**src/rtl/exotiny_pkg.sv**
```systemverilog
// exotiny_mem_arb shared types and bus widths.
// Imported by the imem/dmem to QSPI memory arbiter.
package exotiny_pkg;

  typedef enum logic [1:0] {
    IDLE,
    GNT_I,
    GNT_D
  } arb_state_t;

  typedef enum logic {
    SRC_IMEM,
    SRC_DMEM
  } gnt_src_t;

  localparam int WB_DAT_W = 32;
  localparam int WB_SEL_W = 4;

endpackage

```
**src/rtl/exotiny_mem_arb.sv**
```systemverilog
// Round-robin Wishbone classic arbiter: imem + dmem onto one memory port.
// Optional grant watchdog enabled by macro EXOTINY_ARB_TIMEOUT_EN.
module exotiny_mem_arb
  import exotiny_pkg::*;
#(
  parameter int ADR_W       = 24,
  parameter int TIMEOUT_CYC = 255
) (
  input  logic                clk_i,
  input  logic                rst_in,
  input  logic                wb_imem_cyc_i,
  input  logic                wb_imem_stb_i,
  input  logic [ADR_W-1:0]    wb_imem_adr_i,
  output logic                wb_imem_ack_o,
  output logic                wb_imem_err_o,
  output logic [WB_DAT_W-1:0] wb_imem_rdat_o,
  input  logic                wb_dmem_cyc_i,
  input  logic                wb_dmem_stb_i,
  input  logic                wb_dmem_we_i,
  input  logic [WB_SEL_W-1:0] wb_dmem_be_i,
  input  logic [ADR_W-1:0]    wb_dmem_adr_i,
  input  logic [WB_DAT_W-1:0] wb_dmem_wdat_i,
  output logic                wb_dmem_ack_o,
  output logic                wb_dmem_err_o,
  output logic [WB_DAT_W-1:0] wb_dmem_rdat_o,
  output logic                wb_mem_cyc_o,
  output logic                wb_mem_stb_o,
  output logic                wb_mem_we_o,
  output logic [WB_SEL_W-1:0] wb_mem_be_o,
  output logic [ADR_W-1:0]    wb_mem_adr_o,
  output logic [WB_DAT_W-1:0] wb_mem_wdat_o,
  input  logic                wb_mem_ack_i,
  input  logic [WB_DAT_W-1:0] wb_mem_rdat_i,
  output logic                timeout_o
);

  if (TIMEOUT_CYC < 1 || TIMEOUT_CYC > 65535) begin : g_bad_tmo
    $error("TIMEOUT_CYC out of range");
  end

  arb_state_t state;
  arb_state_t state_nxt;
  gnt_src_t   last_gnt;
  gnt_src_t   last_nxt;
  logic       req_i;
  logic       req_d;
  logic       to_hit;

  assign req_i = wb_imem_cyc_i & wb_imem_stb_i;
  assign req_d = wb_dmem_cyc_i & wb_dmem_stb_i;

`ifdef EXOTINY_ARB_TIMEOUT_EN
  localparam int CNT_W = $clog2(TIMEOUT_CYC + 1);

  logic [CNT_W-1:0] cnt;
  logic             to_q;

  assign to_hit = (state != IDLE) && !wb_mem_ack_i &&
                  (cnt == CNT_W'(TIMEOUT_CYC));
  assign timeout_o = to_q;

  // Grant-age counter and sticky timeout flag.
  always_ff @(posedge clk_i or negedge rst_in) begin
    if (!rst_in) begin
      cnt  <= '0;
      to_q <= 1'b0;
    end else begin
      if (state == IDLE) begin
        cnt <= '0;
      end else if (!wb_mem_ack_i) begin
        cnt <= cnt + CNT_W'(1);
      end
      if (to_hit) begin
        to_q <= 1'b1;
      end
    end
  end
`else
  assign to_hit    = 1'b0;
  assign timeout_o = 1'b0;
`endif

  assign wb_imem_rdat_o = wb_mem_rdat_i;
  assign wb_dmem_rdat_o = wb_mem_rdat_i;

  // State and round-robin history registers.
  always_ff @(posedge clk_i or negedge rst_in) begin
    if (!rst_in) begin
      state    <= IDLE;
      last_gnt <= SRC_DMEM;
    end else begin
      state    <= state_nxt;
      last_gnt <= last_nxt;
    end
  end

  // Next-state arbitration and granted-port muxing.
  always_comb begin
    state_nxt     = state;
    last_nxt      = last_gnt;
    wb_mem_cyc_o  = 1'b0;
    wb_mem_stb_o  = 1'b0;
    wb_mem_we_o   = 1'b0;
    wb_mem_be_o   = '0;
    wb_mem_adr_o  = '0;
    wb_mem_wdat_o = '0;
    wb_imem_ack_o = 1'b0;
    wb_imem_err_o = 1'b0;
    wb_dmem_ack_o = 1'b0;
    wb_dmem_err_o = 1'b0;
    unique case (state)
      IDLE: begin
        if (req_i && (!req_d || last_gnt == SRC_DMEM)) begin
          state_nxt = GNT_I;
          last_nxt  = SRC_IMEM;
        end else if (req_d) begin
          state_nxt = GNT_D;
          last_nxt  = SRC_DMEM;
        end
      end
      GNT_I: begin
        wb_mem_cyc_o  = wb_imem_cyc_i & ~to_hit;
        wb_mem_stb_o  = wb_imem_stb_i & ~to_hit;
        wb_mem_be_o   = 4'hF;
        wb_mem_adr_o  = wb_imem_adr_i;
        wb_imem_ack_o = wb_mem_ack_i;
        wb_imem_err_o = to_hit;
        if (wb_mem_ack_i || !wb_imem_cyc_i || to_hit) begin
          state_nxt = IDLE;
        end
      end
      GNT_D: begin
        wb_mem_cyc_o  = wb_dmem_cyc_i & ~to_hit;
        wb_mem_stb_o  = wb_dmem_stb_i & ~to_hit;
        wb_mem_we_o   = wb_dmem_we_i;
        wb_mem_be_o   = wb_dmem_be_i;
        wb_mem_adr_o  = wb_dmem_adr_i;
        wb_mem_wdat_o = wb_dmem_wdat_i;
        wb_dmem_ack_o = wb_mem_ack_i;
        wb_dmem_err_o = to_hit;
        if (wb_mem_ack_i || !wb_dmem_cyc_i || to_hit) begin
          state_nxt = IDLE;
        end
      end
      default: state_nxt = IDLE;
    endcase
  end

endmodule

```
**config.mk**
```make
export PLATFORM = sky130hd
export DESIGN_NAME = exotiny_mem_arb
export DESIGN_NICKNAME = d
export VERILOG_FILES = /design/src/rtl/exotiny_pkg.sv /design/src/rtl/exotiny_mem_arb.sv
export SDC_FILE = /design/constraint.sdc
export NUM_CORES = 1
export LEC_CHECK = 0
export BUFFER_PORTS_ARGS = -buffer_cell sky130_fd_sc_hd__clkbuf_2
export CAP_MARGIN = 30
export CORE_AREA = 2 2 100 102
export CTS_CLUSTER_SIZE = 10
export DETAILED_ROUTE_END_ITERATION = 16
export DIE_AREA = 0 0 102 104
export GPL_TIMING_DRIVEN = 0
export MAX_ROUTING_LAYER = met4
export SETUP_SLACK_MARGIN = 0.1
export SLEW_MARGIN = 20
export SYNTH_ARGS = -nofsm -noshare
export SYNTH_HDL_FRONTEND = slang
export SYNTH_SLANG_ARGS = --single-unit
```
**constraint.sdc**
```tcl
create_clock -name clk_i -period 1.4 [get_ports clk_i]
set_clock_uncertainty 0.15 [all_clocks]
set_input_delay 0.21 -clock clk_i [delete_from_list [all_inputs] [get_ports clk_i]]
set_output_delay 0.21 -clock clk_i [all_outputs]
set_load 0.01 [all_outputs]
```
# ---- Word level (Yosys, flattened, before mapping)
# Index checks and enable logic that the tools add are counted.
dict set report totals {
  regBits 3
  input_bits 124
  output_inout_bits 132
  word_cells 35
}
dict set report op_classes {
  n_mux 15
  reduce_logical 11
  eq_ne 5
  bitwise_logic 2
}
# operator n
set ops {}
lappend ops {{one-hot mux 24 bit (2 select lines)} 1}
lappend ops {{two-way mux 32 bit} 1}
lappend ops {{two-way mux 2 bit} 4}
lappend ops {{one-hot mux 4 bit (2 select lines)} 1}
lappend ops {{one-hot mux 2 bit (3 select lines)} 1}
lappend ops {{two-way mux 1 bit} 5}
lappend ops {{!= test 2 bit, second input constant} 2}
lappend ops {{one-hot mux 1 bit (2 select lines)} 2}
lappend ops {{zero test 1 bit} 3}
lappend ops {{logical OR 1 bit} 3}
lappend ops {{!= test 3 bit, second input constant} 1}
lappend ops {{AND reduction 3 bit} 1}
lappend ops {{AND 1 bit} 2}
lappend ops {{equality test 2 x 1 -> 1 bit, second input constant} 1}
lappend ops {{equality test 2 bit, second input constant} 1}
lappend ops {{zero test 2 bit} 1}
lappend ops {{AND reduction 2 bit} 1}
lappend ops {{nonzero test 2 bit} 1}
lappend ops {{logical AND 1 bit} 1}

# ---- Longest topological paths before layout
# Gate-level depths: netlist of run 1.
dict set report depth {
  word_depth 6
  mapped_depth 6
}

# ---- Worst setup path after synthesis of run 1
# No wires, ideal clock.
dict set report synth_timing {
  kind {register -> output}
  start {reg state[0]}
  end {out wb_mem_adr_o[0]}
  setup_slack_ns -0.152
  path_buffers 2
  stages_incl_launch_ff 7
  arrival_ns 1.192
  cell_sequence {dfrtp_1 > inv_1 > ha_1 > buf_6 > buf_2 > a22oi_1 > nor2b_1}
}
dict set report synth_via {
  elab_chain_cells 2
  word_cells_on_any_way 3
}
# item line
set synth_lines {}
lappend synth_lines {{start, declared} exotiny_mem_arb.sv:41} ;# arb_state_t state;
lappend synth_lines {{start signal, assigned} exotiny_mem_arb.sv:92} ;# state <= state_nxt;
lappend synth_lines {{equality test 2 bit or equality test 2 x 1 -> 1 bit (tied branches)} exotiny_mem_arb.sv:111} ;# unique case (state)
lappend synth_lines {{one-hot mux 24 bit (2 select lines) *} exotiny_mem_arb.sv:111}
lappend synth_lines {{end, declared} exotiny_mem_arb.sv:30} ;# output logic [ADR_W-1:0] wb_mem_adr_o,
# Mark *: on every way between the ends. The rest lies on a longest branch, timed or not.

# ---- Worst setup path in the final report of run 1
dict set report layout_timing {
  start {reg state[0]}
  end {out wb_mem_cyc_o}
}
dict set report layout_via {
  elab_chain_cells 2
  word_cells_on_any_way 3
}
# item line
set layout_lines {}
lappend layout_lines {{equality test 2 bit or equality test 2 x 1 -> 1 bit (tied branches)} exotiny_mem_arb.sv:111}
lappend layout_lines {{one-hot mux 1 bit (2 select lines) *} exotiny_mem_arb.sv:111}
lappend layout_lines {{end, declared} exotiny_mem_arb.sv:26} ;# output logic wb_mem_cyc_o,
# Marks and branches as above.

==> flow_summary.toml, run 1 <==
[sta]
slew_violations = 0
fin_ws_ns = -0.485
setup_violations = 67
finalCritPeriodShare = 1.35
max_freq_mhz = 531
final_hold_viol_count = 0
hold_slack_ns = 0.167
grt_setup_unrepaired = "true"
fin_crit_ns = 1.88

[floorplan]
initial_core_util = 0.147
die_y_um = 104
dieArea_mm2 = 0.0106
rows = 36
pin_count = 256
die-width_um = 102
fp.coreArea_mm2 = 0.00955

[critical_path]
worstPathRequired_ns = 1.04
cp_top_family = "flip-flops"
worstSetupEndpointType = "primary output"
critPathSlowestCell = "dfrtp_1"
worstSetupPathType = "reg -> out"
path_cells = "buf_4 > ha_4 > a22oi_4 > and2b_1 > clkbuf_2"
worstPathMaxFanout = 4
crit_buf_inv = 2
crit_arrival_ns = 1.52
critPathMaxStageDelay_ns = 0.38
start_kind = "flip-flop"

[flow_run]
maxCapViolations = 0

[routing]
vias = 2172
routedWlPerCell_um = 13.2
firstDrtPassIters = 4
ant_nets = 0
drc = 0
drtIter0Drc = 35
wl_um = 7450
vias_per_cell = 3.84

[placement]
hpwl_um = 6200
port_buffers = 220
gp_congestion = 0.812
place_inst = 552
preCtsSetupSlack_ns = -0.335

[finish]
fin_cells = 566
final_nets = 559
syn_to_final_growth_pct = 145
n_fill_cell = 1005
drive_gt1_frac = 0.944
finish.utilization = 0.361

[grt]
grt_max_degree = 11
antenna_found_initial = 2
grt_pass1_vias = 2076
grt_overflow = 0
grt.total_usage = 0.123
grt_pass1_wl_um = 10000

[logic_synthesis]
synth_top_family_by_area = "buffers and inverters"
yosys-top-cells-count = "67 x buf_4, 35 x and2_1, 29 x nor2b_1, 25 x a22oi_1"
synth.avg_cell_area_um2 = 7.14
synth_area_leaders = "buf_4 36%, and2_1 16%, a22oi_1 13%"
synth.largest_area_cell = "buf_4"
yosys_warnings = 0
synth_most_common_cell = "buf_4"
synthSimpleGateAreaFrac = 0.317
synth_cell_types = 23
synth_top_cell_area_share = 0.358
synth_xor_xnor_area_share = 0
synthMuxAreaShare = 0
synthesis.area_mm2 = 0.00141
synthCells = 197
seq_area_frac_synth = 0.0543
synthArstFlopShare = 1.00
synth_fa_ha_area_frac = 0.0267
synthFlopType = "dfrtp_1"
synth_compound_area_frac = 0.191
ys_seq_elements = 3
synth-edff-count = 0

[pwr]
powerDensity_mw_per_mm2 = 1590
power.switching_mw = 2.28
clkPwrFrac = 0.046
swShare = 0.415
p_int_mw = 3.20
seqPwrFrac = 0.033
p_leak_nw = 1.89
combPwrFrac = 0.921
peakVddDrop_mv = 0.814

[hold_path]
worstHoldPathType = "in -> reg"

[outcome]
status = "complete, but fails checks"
violations = "negative setup slack"

[clock_tree]
insertion_delay_ns = 0.22
cts_tree = "yes"
cts_sinks = 3
clockBufferDepth = 2
cts_root_buf = "clkbuf_8"
numCtsBuffers = 3
path_clk_slew_ns = 0.03
htree_levels = 1
## cell usage in the layout (no fill, tap or decap), drive strengths merged
| cell type | instances |
|---|---|
| clkbuf | 185 |
| buf | 126 |
| and2 | 35 |
| nor2b | 29 |
| a22oi | 26 |
| a21oi | 4 |
| nand2 | 3 |
| ha | 3 |
| conb | 3 |
| diode | 2 |
| inv | 2 |
| a2bb2oi | 2 |
| o32ai | 2 |
| dfrtp | 2 |
| nor2 | 2 |
| nand3 | 2 |
| and2b | 1 |
| and3 | 1 |
| o21ai | 1 |
| dlygate4sd3 | 1 |
| dfstp | 1 |
## layout make-up
class | instances | area (um2) | area share
Antenna cell | 2 | 5.00 | 0.00145
Sequential cell | 3 | 76.3 | 0.0221
Multi-Input combinational cell | 114 | 1100 | 0.319
Tap cell | 133 | 166 | 0.0482
Clock buffer | 4 | 45.0 | 0.0131
Timing Repair Buffer | 228 | 1330 | 0.385
Buffer | 80 | 722 | 0.209
Inverter | 2 | 7.51 | 0.00218
## path summary, 6_finish.rpt
kind | slack (ns) | cells past startpoint | to | start
max | -0.48 | 5 | wb_mem_cyc_o | state[0]
min | 0.17 | 3 | last_gnt | wb_dmem_cyc_i
max reg2reg | -0.12 | 5 | state[1] | state[0]
min reg2reg | 0.33 | 2 | last_gnt | last_gnt
max in group asynchronous | 0.72 | 2 | last_gnt | rst_in
min in group asynchronous | 0.18 | 2 | state[1] | rst_in
## cells by family (layout without fill, tap and decap cells)
kind of cell / after synthesis / count (layout)
AO/OA/AOI/OAI: 35 / 35
adder cells (fa/ha/maj): 3 / 3
buffers and inverters: 82 / 314
flip-flops: 3 / 3
other: 1 / 5
AND/OR/NAND/NOR: 73 / 73
## sequential cells by signal, indices dropped and copies added, names as in the netlist
register,count
state,2
last_gnt,1
## worst min-delay path: cells and delay by family
| family | cells | cell delay [ns] |
|---|---|---|
| and+or+nand+nor | 1 | 0.12 |
| buffers and inverters | 1 | 0.12 |
| AOI/OAI and AO/OA | 1 | 0.07 |
## per-stage QoR
stage	TNS [ns]	total power [mW]	instance area [um2]
floorplan	-1.32	2.82	1670
global placement	-15.09	4.04	2930
detailed placement	-15.89	4.07	2930
CTS	-26.22	5.04	3250
global route	-28.14	5.82	3450
finish	-25.11	5.48	3450
## power by group through the flow
stage / Clock, mW / Combinational [mW] / Sequential, mW
2_1_floorplan: 0 / 2.65 / 0.170
3_3_place_gp: 0 / 3.87 / 0.176
3_5_place_dp: 0 / 3.89 / 0.177
4_1_cts: 0.260 / 4.60 / 0.179
5_1_grt: 0.261 / 5.38 / 0.183
6_report: 0.254 / 5.04 / 0.180
## layer usage
layer	vias up	part of all wire	wire, um	global-route usage
met5	-	0	0	-
met1	965	0.35	2630	0.124
li1	1052	-	-	-
met2	147	0.53	3920	0.232
met4	0	0.015	110	0.0305
met3	8	0.11	800	0.0282
## repair_timing
action,CTS,global route
hold endpoints to repair,3,0
hold buffers,1,0
gates cloned,1,0
setup endpoints to repair,67,68
pin swaps,1,1
buffers inserted,5,1
gates resized for setup,34,82
Power figures use the tool's default switching activity.
==> run 2, diff against run 1 <==
Settings changed: BUFFER_PORTS_ARGS -buffer_cell sky130_fd_sc_hd__clkbuf_2 to not set, CORE_AREA 2 2 100 102 to 2 2 98 100, CTS_CLUSTER_SIZE 10 to not set, DIE_AREA 0 0 102 104 to 0 0 100 102, DONT_BUFFER_PORTS set to 1, PLACE_DENSITY set to 0.33.
==> run 2 against run 1 <==
Effect of this change:
- worst hold slack worse by 0.17 ns
- critical path type unchanged
- the flow finishes with violations (negative hold slack, negative setup slack)
- final cell count is 42% lower
- setup slack gained 0.12 ns
==> flow_summary.toml, run 2 (synthesized netlist as in run 1, its figures left out) <==
[clock_tree]
path_clk_slew_ns = 0.03
htree_levels = 1
cts_tree = "yes"
clockBufferDepth = 2
numCtsBuffers = 3
insertion_delay_ns = 0.22
cts_root_buf = "clkbuf_8"
cts_sinks = 3

[finish]
final_nets = 344
most-common-layout-cells = "70 x buf_4, 35 x and2_4, 29 x nor2b_4"
top_register = "state"
drive_gt1_frac = 0.907
largest_reg_flops = 2
antenna_cells = 0
final_common_cell = "buf_4"
top_regs = "state (2), last_gnt (1)"
fin_area_mm2 = 0.00245
syn_to_final_growth_pct = 74.0

[routing]
routedWlPerCell_um = 15.7
vias = 1396
drtIter0Drc = 15
drc = 0
vias_per_cell = 4.27
ant_nets = 0
firstDrtPassIters = 4
wl_um = 5140

[grt]
grt.total_usage = 0.0846
grt_max_degree = 11
antenna_found_initial = 0
grt_pass1_wl_um = 6520
grt_overflow = 0
grt_pass1_vias = 1281

[sta]
grt_setup_unrepaired = "true"
fin_ws_ns = -0.361
final_hold_viol_count = 1
fin_crit_ns = 1.76
setup_violations = 67
finalCritPeriodShare = 1.26
max_freq_mhz = 568
hold_slack_ns = -0.00397
slew_violations = 0

[pwr]
p_int_mw = 3.27
swShare = 0.404
power_mw = 5.49
seqPwrFrac = 0.033
p_leak_nw = 1.02
powerDensity_mw_per_mm2 = 2240
combPwrFrac = 0.921
power.switching_mw = 2.22
peakVddDrop_mv = 1.07
clkPwrFrac = 0.046

[critical_path]
crit_arrival_ns = 1.40
worstSetupPathType = "reg -> out"
reg2regPathDepth = 5
critical_path.most_common_cell = "buf_12"
path_cells = "ha_4 > buf_12 > buf_12 > a22oi_2 > nor2b_4"
worstSetupEndpointType = "primary output"
worstPathRequired_ns = 1.04
rr_startpoint = "state[0]"
start_kind = "flip-flop"
critPathSlowestCell = "dfrtp_1"
r2r_end = "state[1]"
worstPathMaxFanout = 10
critPathMaxStageDelay_ns = 0.41
r2r_setup_slack_ns = -0.10

[hold_path]
worstHoldPathCells = 2
hold_end = "last_gnt"
worstHoldStart = "wb_dmem_cyc_i"
worstHoldPathType = "in -> reg"

[flow_run]
maxCapViolations = 0

[placement]
hpwl_um = 4130
gp_congestion = 0.767
preCtsSetupSlack_ns = -0.316
placed_cell_area_mm2 = 0.00181
port_buffers = 0

[floorplan]
pin_count = 256
fp.coreArea_mm2 = 0.00911
die-width_um = 100
die_y_um = 102
dieArea_mm2 = 0.0102
rows = 35
initial_core_util = 0.154

[outcome]
violations = "negative hold slack, negative setup slack"
status = "complete, but fails checks"
==> run 2: worst max-delay path by stage <==
stage          startpoint                end  slack [ns]  depth (start not counted)
2_1_floorplan    state[1]   wb_mem_adr_o[12]       -0.06                          5
3_3_place_gp     state[1]   wb_mem_adr_o[20]       -0.33                          4
3_5_place_dp     state[1]   wb_mem_adr_o[18]       -0.32                          4
4_1_cts          state[1]    wb_mem_adr_o[5]       -0.38                          5
5_1_grt          state[0]  wb_mem_wdat_o[26]       -0.42                          6
6_report         state[1]    wb_mem_adr_o[3]       -0.36                          5
==> run 2: layout make-up <==
class,instances,area [um2]
fillers,953,6660
multi-input cells,114,1250
plain buffers,80,748
repair buffers,13,185
well taps,111,139
flip-flops and latches,3,76.3
clock buffers,4,45.0
inverters,2,7.51
==> run 2: power by group through the flow <==
stage | Clock [mW] | Combinational [mW] | Sequential, mW
2_1_floorplan | 0 | 2.65 | 0.170
3_3_place_gp | 0 | 3.20 | 0.180
3_5_place_dp | 0 | 3.18 | 0.177
4_1_cts | 0.263 | 5.08 | 0.181
5_1_grt | 0.274 | 5.37 | 0.189
6_report | 0.254 | 5.05 | 0.181
==> run 2: what timing repair did <==
action,CTS,global route
pin swaps,2,3
resized for setup,89,9
buffers inserted,7,0
endpoints found under the hold margin,3,0
endpoints found under the setup margin,67,68
gates cloned,5,0
hold buffers,1,0
==> run 2: routing by layer <==
layer	up-vias	wire length [um]	track usage
met5	-	0	-
met4	0	16	0.0126
met3	2	489	0.00958
met2	142	3000	0.180
met1	635	1630	0.0824
li1	617	-	-
==> run 2: critical path, delay by kind of cell, from the launching register on <==
kind                     cells  cell delay, ns
flip-flops                   1            0.41
buffers and inverters        2            0.30
AO/OA/AOI/OAI                1            0.21
adder cells (fa/ha/maj)      1            0.18
AND/OR/NAND/NOR              1            0.07
==> run 2: stage by stage <==
| step | std cells | util | TNS, ns |
|---|---|---|---|
| after floorplan | 199 | - | -1.32 |
| after detailed placement | 310 | 0.198 | -11.06 |
| after CTS | 327 | 0.267 | -23.11 |
| after global routing | 327 | 0.269 | -26.13 |
| after global placement | 310 | 0.198 | -11.61 |
| final | 327 | 0.269 | -21.38 |
